===== src/rtl/wb_cmd_master.sv =====
// Wishbone B4 pipelined single-transfer initiator: turns a valid/ready command
// stream into one bus cycle at a time and returns data/status on a response stream.
module wb_cmd_master #(
  parameter int ADDR_WIDTH     = 32,
  parameter int DATA_WIDTH     = 32,
  parameter int TIMEOUT_CYCLES = 256
) (
  input  logic                    wb_clk_i,
  input  logic                    wb_rst_i,
  input  logic                    cmd_valid,
  output logic                    cmd_ready,
  input  logic                    cmd_we,
  input  logic [ADDR_WIDTH-1:0]   cmd_addr,
  input  logic [DATA_WIDTH-1:0]   cmd_wdata,
  input  logic [DATA_WIDTH/8-1:0] cmd_sel,
  output logic                    rsp_valid,
  input  logic                    rsp_ready,
  output logic [DATA_WIDTH-1:0]   rsp_rdata,
  output logic                    rsp_err,
  output logic                    rsp_timeout,
  output logic [ADDR_WIDTH-1:0]   wb_adr_o,
  output logic [DATA_WIDTH-1:0]   wb_dat_o,
  output logic                    wb_we_o,
  output logic [DATA_WIDTH/8-1:0] wb_sel_o,
  output logic                    wb_stb_o,
  output logic                    wb_cyc_o,
  input  logic [DATA_WIDTH-1:0]   wb_dat_i,
  input  logic                    wb_ack_i,
  input  logic                    wb_err_i,
  input  logic                    wb_stall_i
);

  localparam int CW = (TIMEOUT_CYCLES > 0) ? $clog2(TIMEOUT_CYCLES + 1) : 1;
  localparam logic [CW-1:0] CNT_MAX  = CW'(TIMEOUT_CYCLES);
  localparam logic [CW-1:0] CNT_LAST = CW'(TIMEOUT_CYCLES - 1);
  localparam bit TIMEOUT_EN = (TIMEOUT_CYCLES != 0);

  typedef enum logic [1:0] {IDLE, REQ, WAIT, RESP} state_t;

  state_t        state;
  logic [CW-1:0] cnt;
  logic          bus_resp;
  logic          done;
  logic          expire;

  // A response only counts in REQ once the request itself is being taken.
  always_comb begin
    bus_resp = wb_ack_i | wb_err_i;
    done     = bus_resp && ((state == WAIT) || (state == REQ && !wb_stall_i));
    expire   = TIMEOUT_EN && (cnt == CNT_LAST);
  end

  always_ff @(posedge wb_clk_i or posedge wb_rst_i) begin
    if (wb_rst_i) begin
      state       <= IDLE;
      cnt         <= '0;
      cmd_ready   <= 1'b1;
      rsp_valid   <= 1'b0;
      rsp_rdata   <= '0;
      rsp_err     <= 1'b0;
      rsp_timeout <= 1'b0;
      wb_adr_o    <= '0;
      wb_dat_o    <= '0;
      wb_we_o     <= 1'b0;
      wb_sel_o    <= '0;
      wb_stb_o    <= 1'b0;
      wb_cyc_o    <= 1'b0;
    end else begin
      case (state)
        IDLE: begin
          if (cmd_valid) begin
            wb_adr_o  <= cmd_addr;
            wb_dat_o  <= cmd_wdata;
            wb_we_o   <= cmd_we;
            wb_sel_o  <= cmd_sel;
            wb_cyc_o  <= 1'b1;
            wb_stb_o  <= 1'b1;
            cmd_ready <= 1'b0;
            cnt       <= '0;
            state     <= REQ;
          end
        end
        REQ, WAIT: begin
          if (TIMEOUT_EN && cnt != CNT_MAX)
            cnt <= cnt + 1'b1;
          if (done || expire) begin
            // Bus signals return to idle levels whenever the cycle ends.
            wb_cyc_o    <= 1'b0;
            wb_stb_o    <= 1'b0;
            wb_we_o     <= 1'b0;
            wb_sel_o    <= '0;
            wb_adr_o    <= '0;
            wb_dat_o    <= '0;
            rsp_valid   <= 1'b1;
            rsp_err     <= done && wb_err_i;
            rsp_timeout <= !done;
            rsp_rdata   <= (done && !wb_err_i && !wb_we_o) ? wb_dat_i : '0;
            state       <= RESP;
          end else if (state == REQ && !wb_stall_i) begin
            wb_stb_o <= 1'b0;
            state    <= WAIT;
          end
        end
        RESP: begin
          if (rsp_ready) begin
            rsp_valid   <= 1'b0;
            rsp_err     <= 1'b0;
            rsp_timeout <= 1'b0;
            rsp_rdata   <= '0;
            cmd_ready   <= 1'b1;
            state       <= IDLE;
          end
        end
        default: state <= IDLE;
      endcase
    end
  end

endmodule

===== config.mk =====
export PLATFORM = sky130hd
export DESIGN_NAME = wb_cmd_master
export DESIGN_NICKNAME = d
export VERILOG_FILES = /design/src/rtl/wb_cmd_master.sv
export SDC_FILE = /design/constraint.sdc
export NUM_CORES = 1
export LEC_CHECK = 0
export BUFFER_PORTS_ARGS = -buffer_cell sky130_fd_sc_hd__buf_2
export CAP_MARGIN = 20
export CORE_MARGIN = 1
export CORE_UTILIZATION = 50
export CTS_CLUSTER_SIZE = 16
export DETAILED_ROUTE_END_ITERATION = 10
export PLACE_DENSITY = 0.81
export SYNTH_ARGS = -nofsm -noshare
export SYNTH_HDL_FRONTEND = slang
export SYNTH_SLANG_ARGS = --single-unit

===== constraint.sdc =====
create_clock -name wb_clk_i -period 5.9 [get_ports wb_clk_i]
set_clock_uncertainty 0.2 [all_clocks]
set_input_delay 0.59 -clock wb_clk_i [delete_from_list [all_inputs] [get_ports wb_clk_i]]
set_output_delay 0.59 -clock wb_clk_i [all_outputs]
set_load 0.01 [all_outputs]

==> impl_metrics.tcl, run 1 <==
set metrics [dict create \
    critPathKind "flip-flop to flip-flop" \
    vias 3745 \
    start_kind "flip-flop" \
    synth.cell_area_mm2 0.00464 \
    p_per_area_mw_per_mm2 606 \
    nets 668 \
    grt_max_degree 73 \
    yosysWarnings 0 \
    seq_power_share 0.339 \
    numCtsBuffers 17 \
    antenna_cells 0 \
    postLayoutCoreUtil 0.720 \
    io_pins 215 \
    synth.avg_cell_area_um2 13.8 \
    run_status "finished, violations left" \
    vias_per_cell 5.56 \
    fmax_mhz 347 \
    overflow 0 \
    grt_antenna_before_repair 0 \
    yosys.cell_types.count 43 \
    routed_wl_mm 11.9 \
    cp.required_ps 6140 \
    cts_root_buf "clkbuf_8" \
    syn_nets 452 \
    cap_violations 0 \
    setup_viol 0 \
    worstSkewPairLatency_ps 510 \
    die_w_um 98.3 \
    tightest_slew_ps 871 \
    die_y_um 98.3 \
    grt_pass1_vias 3903 \
    clkTransAtPathRegs_ps 60 \
    pwr-share-clk 0.266 \
    synth_compound_gate_area_share 0.238 \
    period_needed_ps 2880 \
    synth_xor_area_frac 0 \
    post-place-cells 641 \
    cp_max_fo 70 \
    p_sw_mw 1.45 \
    timing_max_transition_violations_final 0 \
    drt_iter0_drc 184 \
    post-route-period-util 0.488 \
    cts_resized 0 \
    drive_above_1_share 0.468 \
    synth_edf_count 0 \
    synth_top_family_by_area "compound AO/OA/AOI/OAI gates" \
    grt_util_all_layers 0.255 \
    post_cts_buffers 0 \
    tns_ps 0 \
    p_leak_nw 3.53 \
    io_buffer_count 214 \
    cts_sinks 118 \
    min_path_type "input port to flip-flop" \
    avgRoutedWirePerCell_um 17.6 \
    place.detailed.hpwl_mm 8.07 \
    syn_to_final_growth_pct 37.3 \
    core_area_mm2 0.00885 \
    synth-main-ff-cell "dfrtp_1" \
    hold_ws_ps 95.1 \
    rows 34 \
    place.gp.congestion 0.845 \
    synth-async-reset-ratio 1.00 \
    grt_pass1_wl_mm 19.2 \
    violations "design-rule violations" \
    rsz0062_at_grt "no" \
    synthMuxAreaShare 0.0108 \
    worst_ep_arrival_time_ps 3110 \
    synth-simple-area-share 0.0588 \
    intPower_mw 2.40 \
    cts_buffer_depth 2 \
    max-vdd-ir-drop_mv 0.261 \
    cts_tree "done" \
    p_comb_frac 0.395 \
    start_util 0.524 \
    synth-seq-area-share 0.637 \
    p_sw_frac 0.377 \
    timing.slew.headroom 0.420 \
    ys_ff_latch 118 \
    firstDrtPassIters 8 \
    die_area_mm2 0.00966 \
    fin_cells 674 \
    syn_inst 337 \
    htreeDepth 4 \
    finalHoldViolCount 0 \
    crit_path_end_kind "flip-flop" \
    synth_fa_ha_area_frac 0.0189 \
    route.detailed.drc 13 \
    ant_nets 0 \
]
[power groups by stage]
stage / Clock (mW) / Sequential (mW) / Combinational (mW)
2_1_floorplan: 0 / 1.43 / 0.874
3_3_place_gp: 0 / 1.31 / 1.44
3_5_place_dp: 0 / 1.30 / 1.53
4_1_cts: 1.05 / 1.31 / 1.53
5_1_grt: 1.09 / 1.35 / 1.65
6_report: 1.03 / 1.31 / 1.52
[registers in the layout, summed over array words and instances, names as in the netlist]
signal,flops
cmd_ready,1
cnt,9
rsp_err,1
rsp_rdata,32
rsp_timeout,1
rsp_valid,1
state,2
wb_adr_o,32
wb_cyc_o,1
wb_dat_o,32
wb_sel_o,4
wb_stb_o,1
wb_we_o,1
[layout by cell type (no fill, tap or decap), types with 2 or more instances in the layout]
cell / instances
a21oi_1: 5
a22o_1: 103
and3_2: 2
buf_2: 214
buf_4: 4
bufinv_16: 3
clkbuf_1: 2
clkbuf_16: 16
clkinv_4: 3
clkinvlp_4: 4
dfrtp_1: 117
ha_1: 7
inv_1: 7
inv_6: 3
mux2i_1: 5
nand2_1: 14
nand2b_1: 4
nand3_1: 3
nand4_1: 2
nor2_1: 10
nor2_2: 2
nor2b_1: 2
nor3_1: 2
o21ai_0: 4
o22ai_1: 2
o31ai_1: 2
[per-layer routing]
layer	vias to the layer above	track usage	wire length, µm
met1	1858	0.310	4840
met5	-	0	0
met3	14	0.0737	885
met2	170	0.432	5960
li1	1703	-	-
met4	0	0.0999	172
[Yosys cell counts (all sizes together), types with 2 or more instances]
master | count | share of area
dfrtp | 117 | 0.63
a22o | 103 | 0.19
buf | 17 | 0.024
nand2 | 14 | 0.011
nor2 | 12 | 0.011
inv | 9 | 0.0073
ha | 7 | 0.019
clkbuf | 6 | 0.0049
a21oi | 5 | 0.0054
mux2i | 5 | 0.011
o21ai | 5 | 0.0062
nand2b | 4 | 0.0054
nand3 | 3 | 0.0032
nor2b | 3 | 0.0057
o22ai | 3 | 0.0054
and3 | 2 | 0.0030
nand4 | 2 | 0.0027
nor3 | 2 | 0.0022
o31ai | 2 | 0.0032
[worst max-delay path, stage by stage, from the launching register on]
cell	delay (ps)
dfrtp_1	430
ha_1	250
nand3_1	130
nor2_1	100
and3_2	220
ha_1	240
nand2b_1	230
o21ai_4	150
buf_4	570
a22o_1	240
[kinds of logic after synthesis]
kind of cell | count (synthesis)
AO/OA/AOI/OAI | 129
flip-flops | 118
AND/OR/NAND/NOR | 46
buffers and inverters | 32
adder cells (fa/ha/maj) | 7
multiplexers | 5
[what timing repair did]
action,in CTS,in global routing
hold buffers,1,0
setup endpoints to repair,0,0
hold endpoints to repair,45,0
[final timing paths]
check | slack (ps) | depth (start not counted) | from | end
min in group asynchronous | 500 | 3 | wb_rst_i | state[0]
max in group asynchronous | 3720 | 4 | wb_rst_i | rsp_rdata[8]
worst max register to register | 3020 | 9 | cnt[0] | wb_sel_o[0]
worst min register to register | 280 | 1 | wb_cyc_o | wb_cyc_o
worst min-delay path | 100 | 2 | cmd_addr[11] | wb_adr_o[11]
worst max-delay path | 3020 | 9 | cnt[0] | wb_sel_o[0]
[area by class of cell]
class,count,area [µm²]
clock buffers,19,422
clock inverters,13,173
fillers,620,2480
inverters,9,36.3
multi-input cells,187,1520
flip-flops and latches,118,2950
well taps,108,135
repair buffers,220,1130
[through the flow]
stage | setup WS (ps) | instance area (µm²) | total power [mW]
after floorplan | 1980 | 4640 | 2.30
after CTS | 3020 | 6370 | 3.88
after detailed placement | 3080 | 5760 | 2.83
final | 3020 | 6370 | 3.86
after global routing | 2850 | 6370 | 4.08
after global placement | 2890 | 5750 | 2.74
Power figures use the tool's default switching activity.
==> run 2, diff against run 1 <==
CORE_UTILIZATION = 46   (was 50)
PLACE_DENSITY = 0.75   (was 0.81)
clock period = 2.8 ns   (was 5.9 ns; I/O delays follow)
==> impl_metrics.tcl, run 2 (synthesis results as in run 1) <==
set metrics [dict create \
    crit_path_end_kind "flip-flop" \
    critPathKind "flip-flop to flip-flop" \
    fmax_mhz 391 \
    drt_iter0_drc 191 \
    ant_nets 0 \
    numCtsBuffers 17 \
    cts_root_buf "clkbuf_8" \
    largestRegisters "rsp_rdata x32, wb_adr_o x32, wb_dat_o x32" \
    timing.slew.headroom 0.499 \
    clkTransAtPathRegs_ps 60 \
    cp.required_ps 3040 \
    period_needed_ps 2550 \
    start_kind "flip-flop" \
    cts_resized 0 \
    vias 4305 \
    min_path_type "input port to flip-flop" \
    post-route-period-util 0.912 \
    start_util 0.474 \
    rows 36 \
    max-vdd-ir-drop_mv 0.630 \
    p_leak_nw 4.01 \
    cpMaxStageDelayCell "dfrtp_1" \
    die_y_um 102 \
    rsz0062_at_grt "no" \
    worst_ep_arrival_time_ps 2790 \
    final_cell_mix "buf_2, dfrtp_1, dlygate4sd3_1, a22o_1, clkbuf_16" \
    final_common_cell "buf_2" \
    cts_buffer_depth 2 \
    hold_start "wb_ack_i" \
    worstSkewPairLatency_ps 500 \
    route.detailed.drc 0 \
    cp_max_fo 70 \
    grt_pass1_vias 4341 \
    grt_util_all_layers 0.272 \
    cp_slowest_stage_delay_ps 430 \
    io_buffer_count 214 \
    routed_wl_mm 14.3 \
    firstDrtPassIters 4 \
    setup_ws_ps 246 \
    cap_violations 0 \
    drive_above_1_share 0.399 \
    htreeDepth 4 \
    run_status "completed" \
    syn_to_final_growth_pct 62.1 \
    avgRoutedWirePerCell_um 17.7 \
    cts_sinks 118 \
    cts_tree "done" \
    vias_per_cell 5.33 \
    place.detailed.hpwl_mm 8.00 \
    tightest_slew_ps 752 \
    tns_ps 0 \
    crit_chain "ha_1, nand3_1, nor2_1, and3_2, ha_1, nand2b_1, o21ai_4, buf_12, a22o_1" \
    place.gp.congestion 0.857 \
    finalHoldViolCount 0 \
    place_ws_ps 289 \
    cp-startpoint "cnt[0]" \
    die_w_um 102 \
    power_mw 8.47 \
    p_per_area_mw_per_mm2 1130 \
    die_area_mm2 0.0105 \
    rr_startpoint "cnt[0]" \
    overflow 0 \
    nets 777 \
    io_pins 215 \
    core_area_mm2 0.00977 \
    grt_pass1_wl_mm 21.3 \
    timing_max_transition_violations_final 0 \
    crit_path_frequent_cell "ha_1" \
    antenna_cells 0 \
    nFillCells 546 \
    setup_viol 0 \
    grt_max_degree 72 \
    grt_antenna_before_repair 0 \
]
==> run 2: cell types whose count changed in the layout (fill, tap and decap cells not counted), sizes merged <==
cell         change
clkbuf           +1
buf              +4
inv              -3
dlygate4sd3    +105
bufinv           +1
clkinvlp         -1
clkinv           +2
==> run 2: report_power, final <==
| part | internal, mW | switching, mW |
|---|---|---|
| logic | 1.52 | 1.94 |
| clock network | 1.47 | 0.761 |
| registers | 2.36 | 0.421 |
==> run 2: layout make-up <==
cell class                 count  area, µm²  share of cell area
multi-input combinational    187       1520               0.203
sequential                   118       2950               0.393
clock inverter                12        176              0.0235
tap                          133        166              0.0221
clock buffer                  20        435              0.0579
inverter                       9       37.5             0.00499
timing repair buffer         329       2220               0.296
==> run 2: layer usage <==
layer,share of wire,global-route usage,vias up
li1,-,-,1933
met4,0.023,0.105,0
met1,0.40,0.327,2128
met2,0.51,0.456,217
met5,0,0,-
met3,0.065,0.0848,27
==> run 2: through the flow <==
step           instances  utilization  area [µm²]  hold WS (ps)
2_1_floorplan        337            -        4640           213
3_3_place_gp         670        0.598        5840           172
3_5_place_dp         670        0.598        5840           186
4_1_cts              808        0.769        7520          84.9
5_1_grt              808        0.769        7520           101
6_report             808        0.769        7520           105
==> run 2: final timing paths <==
path	endpoint	slack [ps]	cells past startpoint
worst min register to register	wb_cyc_o	280	1
worst max register to register	wb_adr_o[15]	250	9
min in group asynchronous	wb_sel_o[1]	220	3
max in group asynchronous	rsp_rdata[0]	1300	4
worst max-delay path	wb_adr_o[15]	250	9
worst min-delay path	rsp_valid	110	4
==> run 2: what timing repair did <==
action                                 4_1_cts  5_1_grt
hold buffers                               106        0
endpoints found under the hold margin      132        0
buffers inserted                             0        0
==> run 2: worst max-delay path, delay by kind of cell, from the launching register on <==
family                     cells  cell delay, ps
and+or+nand+nor                4             650
AOI/OAI and AO/OA              2             370
adders and majority gates      2             510
buffers and inverters          1             290
DFF                            1             430
==> run 3, diff against run 2 <==
CORE_UTILIZATION = 42   (was 46)
PLACE_DENSITY = 0.72   (was 0.75)
clock period = 2.3 ns   (was 2.8 ns; I/O delays follow)
==> impl_metrics.tcl, run 3 (synthesis results as in run 1) <==
set metrics [dict create \
    antenna_cells 0 \
    start_kind "flip-flop" \
    vias 4420 \
    cp_max_fo 22 \
    cts_root_buf "clkbuf_8" \
    grt_antenna_before_repair 0 \
    final_common_cell "buf_2" \
    overflow 0 \
    die_area_mm2 0.0115 \
    cts_sinks 118 \
    core_area_mm2 0.0105 \
    worstSkewPairLatency_ps 500 \
    largestRegisters "rsp_rdata x32, wb_adr_o x32, wb_dat_o x32" \
    fmax_mhz 451 \
    timing.slew.headroom 0.704 \
    syn_to_final_growth_pct 68.4 \
    cp.required_ps 2540 \
    final_cell_mix "buf_2, dfrtp_1, dlygate4sd3_1, a22o_1" \
    period_needed_ps 2220 \
    avgRoutedWirePerCell_um 18.9 \
    place.detailed.hpwl_mm 8.30 \
    finalHoldViolCount 0 \
    timing_max_transition_violations_final 0 \
    post-route-period-util 0.964 \
    crit_chain "ha_2, nand3_1, nor2_2, and3_2, ha_1, nand2b_4, o21ai_4, buf_4, buf_12, a22o_1" \
    pwr-share-clk 0.242 \
    setup_viol 0 \
    place_area_mm2 0.00601 \
    grt_pass1_wl_mm 23.5 \
    cp_num_buf_inv 2 \
    ant_nets 0 \
    numCtsBuffers 17 \
    p_leak_nw 4.15 \
    p_per_area_mw_per_mm2 1440 \
    cp_slowest_stage_delay_ps 380 \
    p_sw_mw 4.14 \
    drt_iter0_drc 301 \
    grt_pass1_vias 4676 \
    critPathKind "flip-flop to flip-flop" \
    grt_util_all_layers 0.271 \
    p_sw_frac 0.368 \
    routed_wl_mm 15.7 \
    intPower_mw 7.11 \
    route.detailed.drc 0 \
    crit_path_end_kind "flip-flop" \
    place_ws_ps 8.27 \
    die_w_um 107 \
    tns_ps 0 \
    grt_max_degree 85 \
    max-vdd-ir-drop_mv 0.846 \
    rrSetupSlack_ps 80 \
    power_mw 11.3 \
    htreeDepth 4 \
    drive_above_1_share 0.421 \
    min_path_type "input port to flip-flop" \
    seq_power_share 0.299 \
    io_pins 215 \
    cts_tree "done" \
    die_y_um 107 \
    final_area_mm2 0.00781 \
    vias_per_cell 5.31 \
    rows 37 \
    p_comb_frac 0.460 \
    tightest_slew_ps 444 \
    start_util 0.441 \
    firstDrtPassIters 5 \
    nets 798 \
    cap_violations 0 \
    io_buffer_count 214 \
    worst_ep_arrival_time_ps 2450 \
    place.gp.congestion 0.809 \
    run_status "completed" \
    crit_family "simple AND/OR/NAND/NOR gates" \
    cts_buffer_depth 2 \
    setup_ws_ps 83.8 \
    clkTransAtPathRegs_ps 60 \
    cpMaxStageDelayCell "dfrtp_1" \
]
-- run 3: changes by cell type in the layout (fill, tap and decap cells not counted), sizes merged --
cell / previous run / this run
buf: 223 / 242
clkbuf: 20 / 22
clkinv: 5 / 6
clkinvlp: 3 / 2
-- run 3: power groups by stage --
stage | sequential (mW) | combinational (mW) | clock (mW)
after CTS | 3.31 | 4.47 | 2.74
final | 3.36 | 5.17 | 2.72
after floorplan | 3.67 | 2.24 | 0
after global placement | 3.30 | 4.19 | 0
after detailed placement | 3.31 | 4.31 | 0
after global routing | 3.44 | 5.53 | 2.88
-- run 3: final timing paths --
path / end / depth (start not counted) / start
max in group asynchronous: wb_dat_o[25] / 4 / wb_rst_i
hold reg to reg: wb_cyc_o / 1 / wb_cyc_o
setup / recovery: wb_adr_o[30] / 10 / cnt[0]
hold / removal: wb_stb_o / 4 / wb_ack_i
min in group asynchronous: rsp_rdata[15] / 4 / wb_rst_i
setup reg to reg: wb_adr_o[30] / 10 / cnt[0]
-- run 3: worst min-delay path, cell delays in order --
cell and delay (ps):
buf_2 100, o22ai_2 130, a21oi_1 160, o22ai_1 90
-- run 3: timing repair --
action | in CTS | in global routing
gates resized for setup | 1 | 11
hold endpoints to repair | 224 | 0
endpoints found under the setup margin | 2 | 103
gates cloned | 0 | 3
hold buffers | 106 | 0
buffers inserted | 0 | 3
pin swaps | 0 | 3
-- run 3: area by class of cell --
type / instances / area, µm²
fillers: 619 / 2700
multi-input cells: 187 / 1550
flip-flops and latches: 118 / 2950
well taps: 136 / 170
repair buffers: 350 / 2490
inverters: 9 / 37.5
clock buffers: 20 / 425
clock inverters: 12 / 178
-- run 3: routing by layer --
metal | share of wire | GRT usage | vias up
met2 | 0.50 | 0.463 | 246
met4 | 0.028 | 0.114 | 0
met1 | 0.39 | 0.315 | 2169
li1 | - | - | 1969
met5 | 0 | 0 | -
met3 | 0.086 | 0.0833 | 36
-- run 3: per-stage QoR --
stage	hold slack, ps	util	instances
detailed placement	198	0.572	688
CTS	39.1	0.731	826
finish	65.2	0.743	832
global placement	192	0.572	688
floorplan	163	-	337
global route	67.6	0.743	832
